==> src/rtl/score_keeper.sv <==
// rtl/score_keeper.sv - saturating score/combo accumulator with per-frame BCD publish
module score_keeper #(
    parameter int NUM_LANES  = 5,
    parameter int SCORE_W    = 17,
    parameter int MAX_SCORE  = 99999,
    parameter int HIT_POINTS = 10,
    parameter int COMBO_STEP = 10,
    parameter int MAX_MULT   = 4
) (
    input  logic                 clk,
    input  logic                 rst_n,
    input  logic                 game_start,
    input  logic [NUM_LANES-1:0] hit,
    input  logic [NUM_LANES-1:0] miss,
    input  logic                 frame_start,
    output logic [SCORE_W-1:0]   score,
    output logic [19:0]          digits,
    output logic [7:0]           combo,
    output logic [2:0]           mult,
    output logic                 busy
);

    localparam int SUM_W = SCORE_W + 1;
    localparam int CNT_W = $clog2(SCORE_W + 1);
    localparam int POP_W = $clog2(NUM_LANES + 1);

    typedef enum logic [1:0] {
        IDLE,
        CONVERT,
        PUBLISH
    } state_t;

    state_t state;
    state_t state_next;

    logic [NUM_LANES-1:0] eff_hits;
    logic [POP_W-1:0]     pop;
    logic [SUM_W-1:0]     add_pts;
    logic [SUM_W-1:0]     score_sum;
    logic [SCORE_W-1:0]   score_next;
    logic [8:0]           combo_sum;
    logic [7:0]           combo_next;
    logic [7:0]           step_cnt;
    logic [2:0]           mult_next;

    logic [SCORE_W-1:0]   bin_sr;
    logic [19:0]          bcd;
    logic [19:0]          bcd_adj;
    logic [SCORE_W+19:0]  dd_shift;
    logic [CNT_W-1:0]     bit_cnt;

    // A lane flagged both hit and miss in one cycle is a miss only.
    assign eff_hits = hit & ~miss;

    always_comb begin
        pop = '0;
        for (int i = 0; i < NUM_LANES; i++) begin
            pop = pop + POP_W'(eff_hits[i]);
        end
    end

    // Points use the multiplier registered before this cycle's combo change.
    assign add_pts    = SUM_W'(pop) * SUM_W'(HIT_POINTS) * SUM_W'(mult);
    assign score_sum  = SUM_W'(score) + add_pts;
    assign score_next = (score_sum > SUM_W'(MAX_SCORE)) ? SCORE_W'(MAX_SCORE)
                                                        : score_sum[SCORE_W-1:0];

    assign combo_sum  = 9'(combo) + 9'(pop);
    assign combo_next = (|miss) ? 8'd0
                      : (combo_sum > 9'd255) ? 8'hff : combo_sum[7:0];

    assign step_cnt   = combo_next / 8'(COMBO_STEP);
    assign mult_next  = (step_cnt >= 8'(MAX_MULT - 1)) ? 3'(MAX_MULT)
                                                       : 3'(step_cnt) + 3'd1;

    // Double-dabble: bias every nibble >= 5 before each left shift.
    always_comb begin
        bcd_adj = bcd;
        for (int k = 0; k < 5; k++) begin
            if (bcd[4*k +: 4] >= 4'd5) begin
                bcd_adj[4*k +: 4] = bcd[4*k +: 4] + 4'd3;
            end
        end
    end

    assign dd_shift = {bcd_adj, bin_sr} << 1;

    always_ff @(posedge clk or negedge rst_n) begin
        if (!rst_n) begin
            state <= IDLE;
        end else begin
            state <= state_next;
        end
    end

    always_comb begin
        state_next = state;
        case (state)
            IDLE:    if (frame_start) state_next = CONVERT;
            CONVERT: if (bit_cnt == CNT_W'(SCORE_W - 1)) state_next = PUBLISH;
            PUBLISH: state_next = IDLE;
            default: state_next = IDLE;
        endcase
        if (game_start) begin
            state_next = IDLE;
        end
    end

    always_ff @(posedge clk or negedge rst_n) begin
        if (!rst_n) begin
            score   <= '0;
            combo   <= '0;
            mult    <= 3'd1;
            digits  <= '0;
            bin_sr  <= '0;
            bcd     <= '0;
            bit_cnt <= '0;
        end else if (game_start) begin
            score   <= '0;
            combo   <= '0;
            mult    <= 3'd1;
            digits  <= '0;
            bin_sr  <= '0;
            bcd     <= '0;
            bit_cnt <= '0;
        end else begin
            score <= score_next;
            combo <= combo_next;
            mult  <= mult_next;
            case (state)
                IDLE: begin
                    if (frame_start) begin
                        bin_sr  <= score;
                        bcd     <= '0;
                        bit_cnt <= '0;
                    end
                end
                CONVERT: begin
                    {bcd, bin_sr} <= dd_shift;
                    bit_cnt       <= bit_cnt + CNT_W'(1);
                end
                PUBLISH: begin
                    digits <= bcd;
                end
                default: begin
                end
            endcase
        end
    end

    assign busy = (state != IDLE);

endmodule

==> config.mk <==
export PLATFORM = sky130hd
export DESIGN_NAME = score_keeper
export DESIGN_NICKNAME = d
export VERILOG_FILES = /design/src/rtl/score_keeper.sv
export SDC_FILE = /design/constraint.sdc
export NUM_CORES = 1
export LEC_CHECK = 0
export ABC_AREA = 1
export BUFFER_PORTS_ARGS = -buffer_cell sky130_fd_sc_hd__buf_2
export CAP_MARGIN = 20
export CORE_MARGIN = 1.5
export CORE_UTILIZATION = 45
export CTS_CLUSTER_DIAMETER = 100
export DETAILED_ROUTE_END_ITERATION = 8
export HOLD_SLACK_MARGIN = 0.05
export REMOVE_ABC_BUFFERS = 1
export SLEW_MARGIN = 40
export SYNTH_ARGS = -nofsm -noshare
export SYNTH_HDL_FRONTEND = slang
export SYNTH_SLANG_ARGS = --single-unit
==> constraint.sdc <==
create_clock -name clk -period 8.45 [get_ports clk]
set_input_delay 1.69 -clock clk [delete_from_list [all_inputs] [get_ports clk]]
set_output_delay 1.69 -clock clk [all_outputs]
set_load 0.005 [all_outputs]
# After elaboration in Yosys (flattened, before gate mapping)
# Cells that the tools add are included.
[op_classes]
n_div = 1
mux = 27
n_mul = 2
n_bitwise = 2
n_reduce_logical = 7
addsub = 13
n_eq_ne = 5
n_lt_le_gt_ge = 8
[ops]
columns = ["operator", "count"]
rows = [
  ["two-way mux 20 bit", 4],
  ["two-way mux 17 bit", 4],
  ["one-hot mux 20 bit (2 select lines)", 1],
  ["one-hot mux 17 bit (2 select lines)", 1],
  ["two-way mux 8 bit", 3],
  ["greater-or-equal comparator 4 x 3 -> 1 bit (second input constant)", 5],
  ["adder 17 x 10 -> 18 bit", 1],
  ["> comparator 18 x 17 -> 1 bit (second input constant)", 1],
  ["adder 4 x 2 -> 4 bit (second input constant)", 4],
  ["two-way mux 4 bit", 4],
  ["two-way mux 5 bit", 2],
  ["one-hot mux 5 bit (2 select lines)", 1],
  ["adder 8 x 3 -> 9 bit", 1],
  ["> comparator 9 x 8 -> 1 bit (second input constant)", 1],
  ["multiplier 6 x 3 -> 9 bit", 1],
  ["two-way mux 3 bit", 3],
  ["divider 8 x 4 -> 8 bit (second input constant)", 1],
  ["greater-or-equal comparator 8 x 2 -> 1 bit (second input constant)", 1],
  ["adder 3 x 1 -> 3 bit", 2],
  ["multiplier 3 x 3 -> 6 bit (second input constant)", 1],
  ["two-way mux 2 bit", 3],
  ["inequality test 3 bit (second input constant)", 2],
  ["adder 5 x 1 -> 5 bit (second input constant)", 1],
  ["bitwise AND 5 bit", 1],
  ["14 further kinds", 16],
]
[totals]
wordCells = 73
output_inout_bits = 49
input_bits = 14
ff_bits = 92

# Logic depth before layout (Yosys ltp)
# Gate-level depths: netlist (run 1).
[logic_depth]
word_depth = 14
depth_mapped = 40
mapped_depth_nobuf = 40

# Least setup slack after synthesis (run 1)
# Ideal clock, no wire load.
[synth_timing]
path_type = "input-to-reg"
from = "input hit[0]"
to = "register score[10]"
setup_slack_ps = 1198
setup_time_ps = 120
arrival_time_ps = 7133
stages = 33
required_ps = 8330
n_path_buf = 1
path_cell_list = "inv_1 -> nor2_1 -> fa_1 -> inv_1 -> fa_1 -> inv_1 -> ha_1 -> ha_1 -> nand2_1 -> fa_1 -> inv_1 -> fa_1 -> nand3_1 -> and2_1 -> xor2_1 -> inv_1 -> ha_1 -> nand2_1 -> nor3_1 -> nand2_1 -> nand2_1 -> a21oi_1 -> o21bai_2 -> nand2_1 -> nor2_1 -> nand3_1 -> nor3_1 -> xor2_1 -> a21boi_0 -> nand3_2 -> buf_4 -> o21ai_0 -> inv_1"
[synth_between]
elab_chain_len = 11
[synth_lines]
columns = ["item", "line_no", "source"]
rows = [
  ["from (decl)", "13", "input logic [NUM_LANES-1:0] hit,"],
  ["bitwise AND 5 bit (*)", "53", "assign eff_hits = hit & ~miss;"],
  ["adder 1 x 1 -> 2 bit (*)", "58", "pop = pop + POP_W'(eff_hits[i]);"],
  ["adder 2 x 1 -> 3 bit (*)", "58", ""],
  ["adder 3 x 1 -> 3 bit (*) (2 in series)", "58", ""],
  ["multiplier 3 x 3 -> 6 bit (*)", "63", "assign add_pts = SUM_W'(pop) * SUM_W'(HIT_POINTS) * SUM_W'(mult);"],
  ["multiplier 6 x 3 -> 9 bit (*)", "63", ""],
  ["adder 17 x 10 -> 18 bit (*)", "64", "assign score_sum = SUM_W'(score) + add_pts;"],
  ["> comparator 18 x 17 -> 1 bit", "65", "assign score_next = (score_sum > SUM_W'(MAX_SCORE)) ? SCORE_W'(MAX_SCORE)"],
  ["two-way mux 17 bit (*)", "65", ""],
  ["two-way mux 17 bit (*)", "118", "end else if (game_start) begin"],
  ["to (signal assigned)", "127", "score <= score_next;"],
  ["to (decl)", "16", "output logic [SCORE_W-1:0] score,"],
]
# Mark *: on every way between the ends. The rest lies on a longest branch, timed or not.
# A chain may end at the register's enable or synchronous reset.

# Final worst setup path (run 1)
[layout_timing]
from = "input hit[0]"
to = "register score[2]"
# Same word-level chain as after synthesis.

==> results of run 1 <==
## layout by cell type (no fill, tap or decap), types with 11 or more instances in the layout
master                     count
sky130_fd_sc_hd__nor3_1       13
sky130_fd_sc_hd__ha_1         38
sky130_fd_sc_hd__xor2_1       19
sky130_fd_sc_hd__nand2_1     120
sky130_fd_sc_hd__nand3_1      68
sky130_fd_sc_hd__inv_1       134
sky130_fd_sc_hd__o31ai_1      11
sky130_fd_sc_hd__a21oi_1      29
sky130_fd_sc_hd__o221ai_1     13
sky130_fd_sc_hd__nor2_1       59
sky130_fd_sc_hd__o21ai_0      45
sky130_fd_sc_hd__buf_2        61
sky130_fd_sc_hd__dfrtp_1      91
## registers in the layout, indices dropped and copies added (netlist names)
register  flops
bcd          20
state         2
bin_sr       17
score        17
combo         8
digits       20
mult          3
bit_cnt       5
## worst max-delay path, delay by kind of cell
family          cells  cell delay (ns)
compound gates      5             0.97
xor+xnor            2             0.28
fa+ha+maj           7             2.84
buf+inv             7             0.45
simple gates       12             1.60
## logic make-up (layout without fill, tap and decap cells)
group / Yosys count / after routing / share of synthesized area
compound gates: 125 / 125 / 0.129
xor+xnor: 24 / 24 / 0.0356
fa+ha+maj: 47 / 47 / 0.111
buf+inv: 159 / 222 / 0.102
flops: 92 / 92 / 0.391
simple gates: 296 / 296 / 0.232
## worst paths after layout
| path | to | slack, ns | cells past startpoint | from |
|---|---|---|---|---|
| worst max-delay path | score[2] | 0.82 | 33 | hit[0] |
| worst min-delay path | bin_sr[0] | 0.49 | 2 | bin_sr[0] |
| worst max register to register | score[2] | 3.41 | 25 | mult[0] |
| worst min register to register | bin_sr[0] | 0.49 | 2 | bin_sr[0] |
| max in group asynchronous | score[4] | 6.30 | 2 | rst_n |
| min in group asynchronous | bit_cnt[3] | 1.27 | 1 | rst_n |
## per-layer routing
layer / part of all wire / vias to the layer above / wire [um] / global-route usage
met5: 0 / - / 0 / 0
met4: 0.0086 / 0 / 110 / 0.0442
met3: 0.034 / 8 / 433 / 0.0310
met2: 0.48 / 71 / 6210 / 0.342
met1: 0.47 / 2349 / 6070 / 0.259
li1: - / 2539 / - / -
## power by group through the flow
stage / Sequential [W] / Clock [W] / Combinational (W)
final: 0.000498 / 0.000400 / 0.000252
after CTS: 0.000498 / 0.000412 / 0.000256
after floorplan: 0.000499 / 0 / 0.000161
after global routing: 0.000502 / 0.000433 / 0.000293
after global placement: 0.000506 / 0 / 0.000248
after detailed placement: 0.000506 / 0 / 0.000254
## through the flow
step                 util  hold WS (ns)  worst slack (ns)
floorplan               -         0.449              1.23
global placement    0.503         0.476             0.735
detailed placement  0.503         0.487             0.499
CTS                 0.526         0.504             0.836
global route        0.526         0.521             0.193
finish              0.526         0.493             0.823
## final cells by class
| class | instances | share of cell area |
|---|---|---|
| Timing Repair Buffer | 67 | 0.0529 |
| Sequential cell | 92 | 0.344 |
| Tap cell | 172 | 0.0321 |
| Multi-Input combinational cell | 492 | 0.449 |
| Inverter | 139 | 0.0779 |
| Clock buffer | 12 | 0.0368 |
| Clock inverter | 4 | 0.00729 |
==> summary by stage, run 1 <==
Setup path
STA puts the critical path data arrival time at 7.84 ns. The kind of start point of the critical path is an input port. The maximum fanout count along the critical path is 16.

The slowest stage of the critical path belongs to the cell sky130_fd_sc_hd__fa_1. The critical path's largest stage delay is 0.59 ns. The required time at the endpoint of the critical path is a little under 9 ns.

The critical path in this run is classified as in -> reg. The worst setup path is captured at a flip-flop. The library cell appearing most often on the critical path is sky130_fd_sc_hd__inv_1.

Clocking
The number of buffers added by the clock tree synthesis step is 9. The clock passes through at most 2 buffers. TritonCTS built the clock tree. The H-tree was split into 3 levels. The total of hold buffers inserted after clock tree synthesis is 0.

The root buffer cell chosen for the clock tree is sky130_fd_sc_hd__clkbuf_16. Buffers added to address setup during post-CTS repair amount to 0. The clock drives around 90 sinks. Gates resized during post-CTS repair numbered 0. The clock-pin slew on the worst setup and hold paths is ~0.06 ns. The clock insertion delay at the later pin of the skew report is 0.33 ns.

Yosys
For this run, asynchronously set or reset flops after synthesis account for 1.00. In this run, synthesis inferred 0 flip-flops with an integrated enable. For this run, the register share of the synthesized area comes to 0.391. The synthesized design contains 92 register bits. For this run, the number of Yosys warnings is 0. In the post-synthesis netlist, the biggest area contributors are sky130_fd_sc_hd__dfrtp_1 39%, sky130_fd_sc_hd__inv_1 8.5%, sky130_fd_sc_hd__ha_1 8.1%, sky130_fd_sc_hd__nand2_1 7.7%, sky130_fd_sc_hd__nand3_1 5.8%. The post-synthesis instance total is 743. The most common cell in the synthesized netlist is sky130_fd_sc_hd__inv_1. Each instance of the synthesized netlist takes up on average ~7.9 um2.

The area share of the largest cell type after synthesis is 0.386. The cell taking the most area after synthesis is sky130_fd_sc_hd__dfrtp_1. In the synthesized netlist, the cells that appear most often are 134 x sky130_fd_sc_hd__inv_1, 121 x sky130_fd_sc_hd__nand2_1, 91 x sky130_fd_sc_hd__dfrtp_1. The leading register cell type out of synthesis is sky130_fd_sc_hd__dfrtp_1.

The netlist area before placement is 0.00590 mm2. In this run, distinct cell masters in the synthesized netlist total 47.

Route
The final routed wire length divided by cell count is between 10 and 15 um. In this run, the number of DRC markers left after iteration 0 of detailed routing was 288. Summed over all layers, the routed wires come to 12800 um. Before antenna repair, the detailed router went through 4 iterations.

The number of design rule violations left after detail routing is 0. The vias after detailed routing is roughly 5000. The post-route antenna net violation count is 0. Using the TritonRoute via totals, the vias-per-cell ratio works out to roughly 5.

Layout
The post-route standard cell area excluding fillers is 0.00670 mm2. From synthesis to final layout, the design area changed by 13.6%. Summing all multi-input logic gate instances after layout gives 0.00301 mm2. Of the cells placed in the final design, the portion with a size suffix greater than 1 is 0.138.

Fill cells in the final layout number 1245. The final layout contains around 860 nets. The flip-flop and latch area is 0.00230 mm2. 0 antenna diodes ended up in the layout. The non-filler instance count after layout is 978.

Power and ir drop
The share of total power dissipated in the clock network is 0.348. The post-layout total power is 0.00115 W. Of the total power, registers draw 0.433.

Across the VDD grid, the largest voltage drop is 0.103 mV. The design internal power is 0.000792 W. Of the total power, the share spent switching nets is 0.312. The leakage component of the power is 3.57 nW.

The areal power density over the cells is approximately 170 mW/mm2. The share of total power in combinational logic is 0.219. Summed over all nets, the switching power comes to ~0.00036 W.

STA
The final hold violation count is 0. Counting I/O delays and the setup requirement, the final critical path takes 7.63 ns. The worst-margin pin slew is 0.702 ns. Setup repair after global routing left no endpoint under its margin. Setup violations remaining at the end of the flow were counted as 0. Adding up every negative setup slack in the final design gives 0 ns.

The max-slew violation total from the final report is 0. The tightest slew margin relative to the limit is 0.532. In the finished design, the share of the clock period the worst path needs comes to 0.903. The largest clock skew in the final design is 0.00640 ns. The maximum frequency from static timing analysis is around 130 MHz.

Outcome
The flow ran to the end, and the final reports show no timing, DRC or antenna violations.

Floorplan
The die width is between 100 and 150 um. The core outline area is 0.0127 mm2. 63 I/O pins were placed. The floorplan has a little over 40 rows.

The die is 117 um tall. The die covers roughly 0.014 mm2. For this configuration, the core starts out at a cell density of 0.464.

Global routing
The total grt overflow is 0. The initial antenna violation count is 0. For this run, the total global-route usage over all layers was measured as 0.197.

The number of global-route vias before repair came to approximately 4900. The largest net degree at the start of global routing is 65. The first global-routing pass estimated 22700 um of wire.

Place
Including well taps, the total number of placed cells is 962. The count of buffers added on input and output ports is 62. The placer's final routability congestion estimate is around 0.85. In this run the cell area measured after placement is 0.00640 mm2.

Summed over all nets, the half-perimeter wirelength after detailed placement is 9250 um.

Worst hold path
The path class of the tightest hold or removal check is reg -> reg.

Job
The count of maximum capacitance violations is 0.
(Power assumes the default switching activity.)
==> run 2: changes to the inputs <==
--- a/config.mk
+++ b/config.mk
@@ -12,7 +12,9 @@
 export CORE_UTILIZATION = 45
 export CTS_CLUSTER_DIAMETER = 100
 export DETAILED_ROUTE_END_ITERATION = 8
+export GPL_ROUTABILITY_DRIVEN = 1
 export HOLD_SLACK_MARGIN = 0.05
+export RECOVER_POWER = 50
 export REMOVE_ABC_BUFFERS = 1
 export SLEW_MARGIN = 40
 export SYNTH_ARGS = -nofsm -noshare
==> run 2 against run 1 <==
The run now ends with capacitance limit, slew limit left. Cell area shrank 0.28%. Clock power is essentially flat. Core utilization shrank 0.15 points. Count of clock-buffer cells in the layout is the same. Clock skew shrank 0.0013 ns. Fmax is essentially flat. Critical path depth is the same. Sequential cell count is the same. Global-route usage is the same. Routed wire length grew 0.13%. Sequential power is essentially flat. Register-to-register slack is essentially flat. Critical path type unchanged. Critical endpoint unchanged. Largest power group unchanged.
==> summary by stage, run 2 (synthesis gave the netlist of run 1 again) <==
Outcome
The flow ran to the end, but the final reports show violations. The final reports fail on capacitance limit, slew limit.

Floorplan
The floorplan step defined a core boundary enclosing 0.0127 mm2. The row count is 41. The vertical die dimension is 117 um. The floorplan die area is 0.0138 mm2.

The initial standard-cell utilization of the core is 0.464. The count of boundary I/O pins is between 60 and 70. The die is 117 um wide.

Place
Routability-driven placement finished with a final weighted congestion of about 0.85. The cell total after placement is roughly 960. The area after detailed placement is between 0.006 and 0.007 mm2. The half-perimeter wire length after detailed placement is 9250 um. Input and output buffers added on the ports amount to 62.

Layout
The largest registers in the layout are bcd x20, digits x20. Of the cells placed in the final design, the portion with a size suffix greater than 1 is 0.128. The post-route standard cell area excluding fillers is between 0.006 and 0.007 mm2.

Leaving out fill and tap cells, the most frequent cell in the layout is sky130_fd_sc_hd__inv_1. Relative to the synthesized area, the layout overhead comes to 13.2%. At the end of the flow, the number of nets in the layout was 862. The non-filler instance count after layout is 978. The count of antenna diodes in the layout is 0. Leaving out fill and tap cells, the most frequent cells in the layout are 134 x sky130_fd_sc_hd__inv_1, 120 x sky130_fd_sc_hd__nand2_1, 91 x sky130_fd_sc_hd__dfrtp_1.

STA
The tightest hold path in the finished design has a slack of 0.492 ns. The final clock period utilization by the worst path is 0.902. In this run the tightest slew margin relative to its limit is -1.27.

Setup violations remaining at the end of the flow were counted as 0. The final hold violation count was 0. The worst-margin pin slew is 3.40 ns.

Summed over all failing endpoints, the final setup total negative slack is 0 ns. The clock arrives with just over 0.005 ns of skew. The maximum frequency from static timing analysis is 131 MHz.

For the finished layout, the period the worst path requires is 7.62 ns. The max-slew violation total from the final report is 130. Setup repair after global routing left no endpoint under its margin.

Route
The initial DRC count is 311. After detailed routing, the number of remaining DRC violations is 0. Dividing the detail-routed wire length by the instance count gives about 13 um.

The routed layout has 4988 vias. The count of nets left with antenna violations once routing finished came out at 0. Summed over all layers, the routed wires come to 12800 um. After detailed routing, the number of vias per cell comes to 5.10.

The first TritonRoute pass finished after 4 iterations.

Setup path
The worst path arrival time is 7.84 ns. The cell type group with the largest total delay on the critical path is adder cells. By instance count, the cell type seen most on the critical path is sky130_fd_sc_hd__inv_1. The maximum fanout count along the critical path is 16. The critical path's largest stage delay is ~0.6 ns. STA classifies the critical path endpoint as a flip-flop. The type of the worst setup path is in -> reg. For the worst setup path, the data required time is 8.67 ns. The worst register-to-register path has a setup slack of 3.41 ns. The worst setup path is launched from an input port. For this design, the slowest cell found on the critical path is sky130_fd_sc_hd__fa_1. The buffering stage count on the worst path with inverters included is 7.

Worst hold path
The worst hold path belongs to the class reg -> reg.

Clocking
The cell at the root of the clock tree is sky130_fd_sc_hd__clkbuf_16. At the later pin of the worst-skew pair, clock insertion delay measures between 0.3 and 0.4 ns. The clock-pin slew on the worst setup and hold paths is 0.06 ns. The TritonCTS clock tree is yes.

The total of hold buffers inserted after clock tree synthesis is 0. The number of buffers added by the clock tree synthesis step is 9. Once the clock tree was built, the setup fixing pass inserted 0 buffers. The number of H-tree levels is 3. The largest buffer count on any clock path is 2.

CTS saw just over 90 sinks. The number of resized instances in the post-cts repair step is 0.

Power and ir drop
Dividing total power by cell area gives a power density of 172 mW/mm2. Across the VDD grid, the largest voltage drop is a little over 0.1 mV. The leakage component of the power is about 3.5 nW.

Global routing
For this run, the total global-route usage over all layers was measured as 0.197. After global routing the overflow that remains totals 0. The first global-routing pass estimated 22700 um of wire.

Entering global routing, the biggest net connects 65 pins. The number of global-route vias before repair was 4914. The initial antenna violation count came to 0.

Job
Max-cap violations in this run came to 3.
-- run 2: cell types whose count changed in the layout (fill, tap and decap cells not counted), sizes merged --
cell,delta
buf,-8
clkbuf,+8
-- run 2: cell type report --
class                      count  area, um2
clock inverter                 4       48.8
inverter                     139        522
multi-input combinational    492       3010
fill                        1254       6040
sequential                    92       2300
timing repair buffer          67        335
tap                          172        215
clock buffer                  12        246
-- run 2: worst paths after layout --
path | startpoint | end | depth (start not counted)
max in group asynchronous | rst_n | combo[3] | 2
worst min-delay path | bin_sr[0] | bin_sr[0] | 2
worst min register to register | bin_sr[0] | bin_sr[0] | 2
min in group asynchronous | rst_n | bit_cnt[3] | 1
worst max register to register | mult[0] | score[2] | 25
worst max-delay path | hit[0] | score[2] | 33
-- run 2: worst reg2reg max path, delay by kind of cell, from the launching register on --
family	cells	cell delay, ns
and+or+nand+nor	12	1.64
adders and majority gates	4	1.44
AOI/OAI and AO/OA	4	0.83
DFF	1	0.60
xor gates and xnor gates	2	0.28
buffers and inverters	3	0.17
-- run 2: per-stage QoR --
stage                      util  total power (W)  setup WS [ns]
final                     0.525          0.00115          0.826
after global placement    0.503         0.000754          0.735
after global routing      0.525          0.00123          0.193
after detailed placement  0.503         0.000761          0.499
after CTS                 0.526          0.00117          0.836
after floorplan               -         0.000660           1.23
-- run 2: routing by layer --
| metal | vias up | GRT usage | share of wire | routed length [um] |
|---|---|---|---|---|
| met5 | - | 0 | 0 | 0 |
| met4 | 0 | 0.0442 | 0.0086 | 110 |
| met3 | 8 | 0.0310 | 0.033 | 420 |
| met2 | 86 | 0.342 | 0.48 | 6180 |
| met1 | 2351 | 0.259 | 0.48 | 6120 |
| li1 | 2543 | - | - | - |
-- run 2: report_power, final --
group	switching (W)	internal, W	leakage, nW
clock network	0.000163	0.000237	0.147
registers	0.0000256	0.000472	1.27
logic	0.000170	0.0000815	2.11
total	0.000358	0.000791	3.53
==> run 3: changes to the inputs <==
--- a/config.mk
+++ b/config.mk
@@ -8,12 +8,15 @@
 export ABC_AREA = 1
 export BUFFER_PORTS_ARGS = -buffer_cell sky130_fd_sc_hd__buf_2
 export CAP_MARGIN = 20
+export CELL_PAD_IN_SITES_DETAIL_PLACEMENT = 0
+export CELL_PAD_IN_SITES_GLOBAL_PLACEMENT = 1
 export CORE_MARGIN = 1.5
 export CORE_UTILIZATION = 45
 export CTS_CLUSTER_DIAMETER = 100
 export DETAILED_ROUTE_END_ITERATION = 8
 export GPL_ROUTABILITY_DRIVEN = 1
 export HOLD_SLACK_MARGIN = 0.05
+export PLACE_DENSITY_LB_ADDON = 0.1
 export RECOVER_POWER = 50
 export REMOVE_ABC_BUFFERS = 1
 export SLEW_MARGIN = 40
==> run 3 against run 2 <==
The flow still finishes with violations (capacitance limit, slew limit). Sequential power about the same. Non-clock buffer count unchanged. First-iteration DRC count up 4.8%. Final cell count unchanged. Core utilization down 0.069 points. Total power down 1.4%. Critical path type unchanged.
==> summary by stage, run 3 (synthesis gave the netlist of run 1 again) <==
Outcome
The flow ran to the end, but the final reports show violations. The final reports fail on capacitance limit, slew limit.

Clocking
The clock insertion delay at the later pin of the skew report is around 0.34 ns. The root buffer cell chosen for the clock tree is sky130_fd_sc_hd__clkbuf_16. Buffers added to address setup during post-CTS repair amount to 0. The total of hold buffers inserted after clock tree synthesis is 0. The number of resized instances in the post-cts repair step is 0. The total clock sinks is between 90 and 100.

After clock tree synthesis, the clock-pin slew on the worst setup and hold paths is 0.06 ns. The largest buffer count on any clock path is 2. The H-tree generated during clock tree synthesis spans 3 levels.

TritonCTS built the clock tree. The number of buffers added by the clock tree synthesis step is 9.

STA
The maximum frequency from static timing analysis is roughly 130 MHz. The largest clock skew in the final design is between 0.01 and 0.015 ns. For the pin with the worst max-slew slack, the measured transition is 2.69 ns. Dividing the final minimum period by the clock period gives 0.898. For the finished layout, the period the worst path requires is between 7 and 8 ns. The final hold violation count is 0. The max-slew violation total from the final report is 130.

Setup repair after global routing left no endpoint under its margin. Hold timing on the final database bottoms out at a slack of 0.495 ns. The tightest slew margin relative to the limit is -0.792. Setup violations remaining at the end of the flow were counted as 0. Summed over all failing endpoints, the final setup total negative slack is 0 ns.

Route
The vias after detailed routing is about 4900. After the first detailed-routing iteration, the DRC count stood at about 330. The routed design has roughly 13000 um of wire. Before antenna repair, the detailed router went through 4 iterations. The number of design rule violations left after detail routing is 0. In the final routed layout, each cell accounts on average for 13.2 um. The post-route antenna net violation count is 0. The vias per cell is between 5 and 6.

Setup path
The kind of start point of the critical path is an input port. The critical path's largest stage delay is 0.58 ns. Grouping stages by cell kind, the critical path spends the most delay in adder cells. At the worst endpoint, the arrival time is 7.80 ns. The maximum fanout count along the critical path is 16. The required time at the endpoint of the critical path is 8.67 ns. The capturing element type of the critical path is a flip-flop. The buffering stage count on the worst path with inverters included is 7. The critical path is of the in -> reg type.

The slowest cell on the critical path is sky130_fd_sc_hd__fa_1. The library cell appearing most often on the critical path is sky130_fd_sc_hd__inv_1.

Layout
The most common library cell in the layout ignoring fill and taps is sky130_fd_sc_hd__inv_1. Fill cells in the final layout number 1254. In the final layout, the multi-input gates occupy 0.00301 mm2. The share of layout cells above drive strength 1 is 0.129. The area growth from synthesis to layout is 13.1%. The largest registers in the layout are bcd x20, digits x20. The final layout net count is 862. The number of antenna diodes in the final layout is 0. Measured on the finished design, the core utilization comes to 0.524. In the layout the commonest cells are 134 x sky130_fd_sc_hd__inv_1, 120 x sky130_fd_sc_hd__nand2_1, 91 x sky130_fd_sc_hd__dfrtp_1.

The flip-flop and latch area is 0.00230 mm2.

Floorplan
After floorplanning, the core was divided into 41 placement rows. The floorplan die area is around 0.014 mm2. In this run the vertical extent of the chip is 117 um.

During I/O placement, the number of pins put on the boundary was 63. For this configuration, the core starts out at a cell density of 0.464. The die width is around 120 um. The floorplan step defined a core boundary enclosing 0.0127 mm2.

Worst hold path
The class of the worst hold path is reg -> reg.

Power and ir drop
The areal power density over the cells is between 150 and 200 mW/mm2. For this design the static power due to leakage is 3.52 nW. The maximum ir drop on the vdd rail is 0.116 mV.

Global routing
The initial antenna violation count is 0. The first global-routing pass estimated 22200 um of wire. The total grt overflow is 0. Entering global routing, the biggest net connects 55 pins. The global-route total usage across every layer is 0.195. The number of global-route vias before repair was 4745.

Job
The tool flagged a number of max-cap violations equal to 3.

Place
Detailed placement ended at an HPWL of 9570 um. Input and output buffers added on the ports amount to 62. The placer's final routability congestion estimate is just under 0.9.
[run 3: cell type report]
cell class | count | share of cell area
Multi-Input combinational cell | 492 | 0.451
Sequential cell | 92 | 0.345
Inverter | 139 | 0.0782
Timing Repair Buffer | 67 | 0.0493
Clock buffer | 13 | 0.0405
Tap cell | 172 | 0.0323
Clock inverter | 3 | 0.00300
[run 3: stage by stage]
stage               cells  worst slack [ns]  cell area [um2]  total power, W
finish                978             0.865             6670         0.00113
global route          978             0.223             6670         0.00120
CTS                   978             0.872             6690         0.00115
detailed placement    962             0.530             6400        0.000759
global placement      962             0.785             6400        0.000754
floorplan             723              1.23             5820        0.000660
[run 3: path summary, 6_finish.rpt]
| kind | from | endpoint | slack [ns] | cells after the start |
|---|---|---|---|---|
| worst max-delay path | hit[0] | score[1] | 0.87 | 33 |
| worst min-delay path | bin_sr[0] | bin_sr[0] | 0.49 | 2 |
| worst max register to register | mult[0] | score[1] | 3.43 | 25 |
| worst min register to register | bin_sr[0] | bin_sr[0] | 0.49 | 2 |
| max in group asynchronous | rst_n | digits[14] | 2.97 | 2 |
| min in group asynchronous | rst_n | bit_cnt[2] | 2.04 | 1 |
[run 3: metal layers]
layer | track usage | wire, um
met1 | 0.272 | 6440
met2 | 0.318 | 5930
met3 | 0.0266 | 423
met4 | 0.0556 | 123
met5 | 0 | 0
[run 3: worst register-to-register path, cell delays in order (launching register included)]
cell and delay [ns]:
sky130_fd_sc_hd__dfstp_2 0.61, sky130_fd_sc_hd__nand2_1 0.09, sky130_fd_sc_hd__fa_1 0.48, sky130_fd_sc_hd__inv_1 0.04, sky130_fd_sc_hd__ha_1 0.21, sky130_fd_sc_hd__fa_1 0.41, sky130_fd_sc_hd__nand3_1 0.10, sky130_fd_sc_hd__and2_1 0.16
sky130_fd_sc_hd__xor2_1 0.15, sky130_fd_sc_hd__inv_1 0.05, sky130_fd_sc_hd__ha_1 0.34, sky130_fd_sc_hd__nand2_1 0.09, sky130_fd_sc_hd__nor3_1 0.13, sky130_fd_sc_hd__nand2_1 0.08, sky130_fd_sc_hd__nand2_1 0.10, sky130_fd_sc_hd__a21oi_1 0.08
sky130_fd_sc_hd__o21bai_2 0.15, sky130_fd_sc_hd__nand2_1 0.06, sky130_fd_sc_hd__nor2_1 0.15, sky130_fd_sc_hd__nand3_1 0.13, sky130_fd_sc_hd__nor3_1 0.19, sky130_fd_sc_hd__xor2_1 0.13, sky130_fd_sc_hd__a21boi_0 0.35, sky130_fd_sc_hd__nand3_2 0.31
sky130_fd_sc_hd__o21ai_0 0.25, sky130_fd_sc_hd__inv_1 0.06
[run 3: power by group]
part / switching (W) / leakage (nW) / internal (W)
Clock: 0.000164 / 0.138 / 0.000223
Sequential: 0.0000253 / 1.27 / 0.000472
Combinational: 0.000169 / 2.11 / 0.0000801
Total: 0.000358 / 3.52 / 0.000775
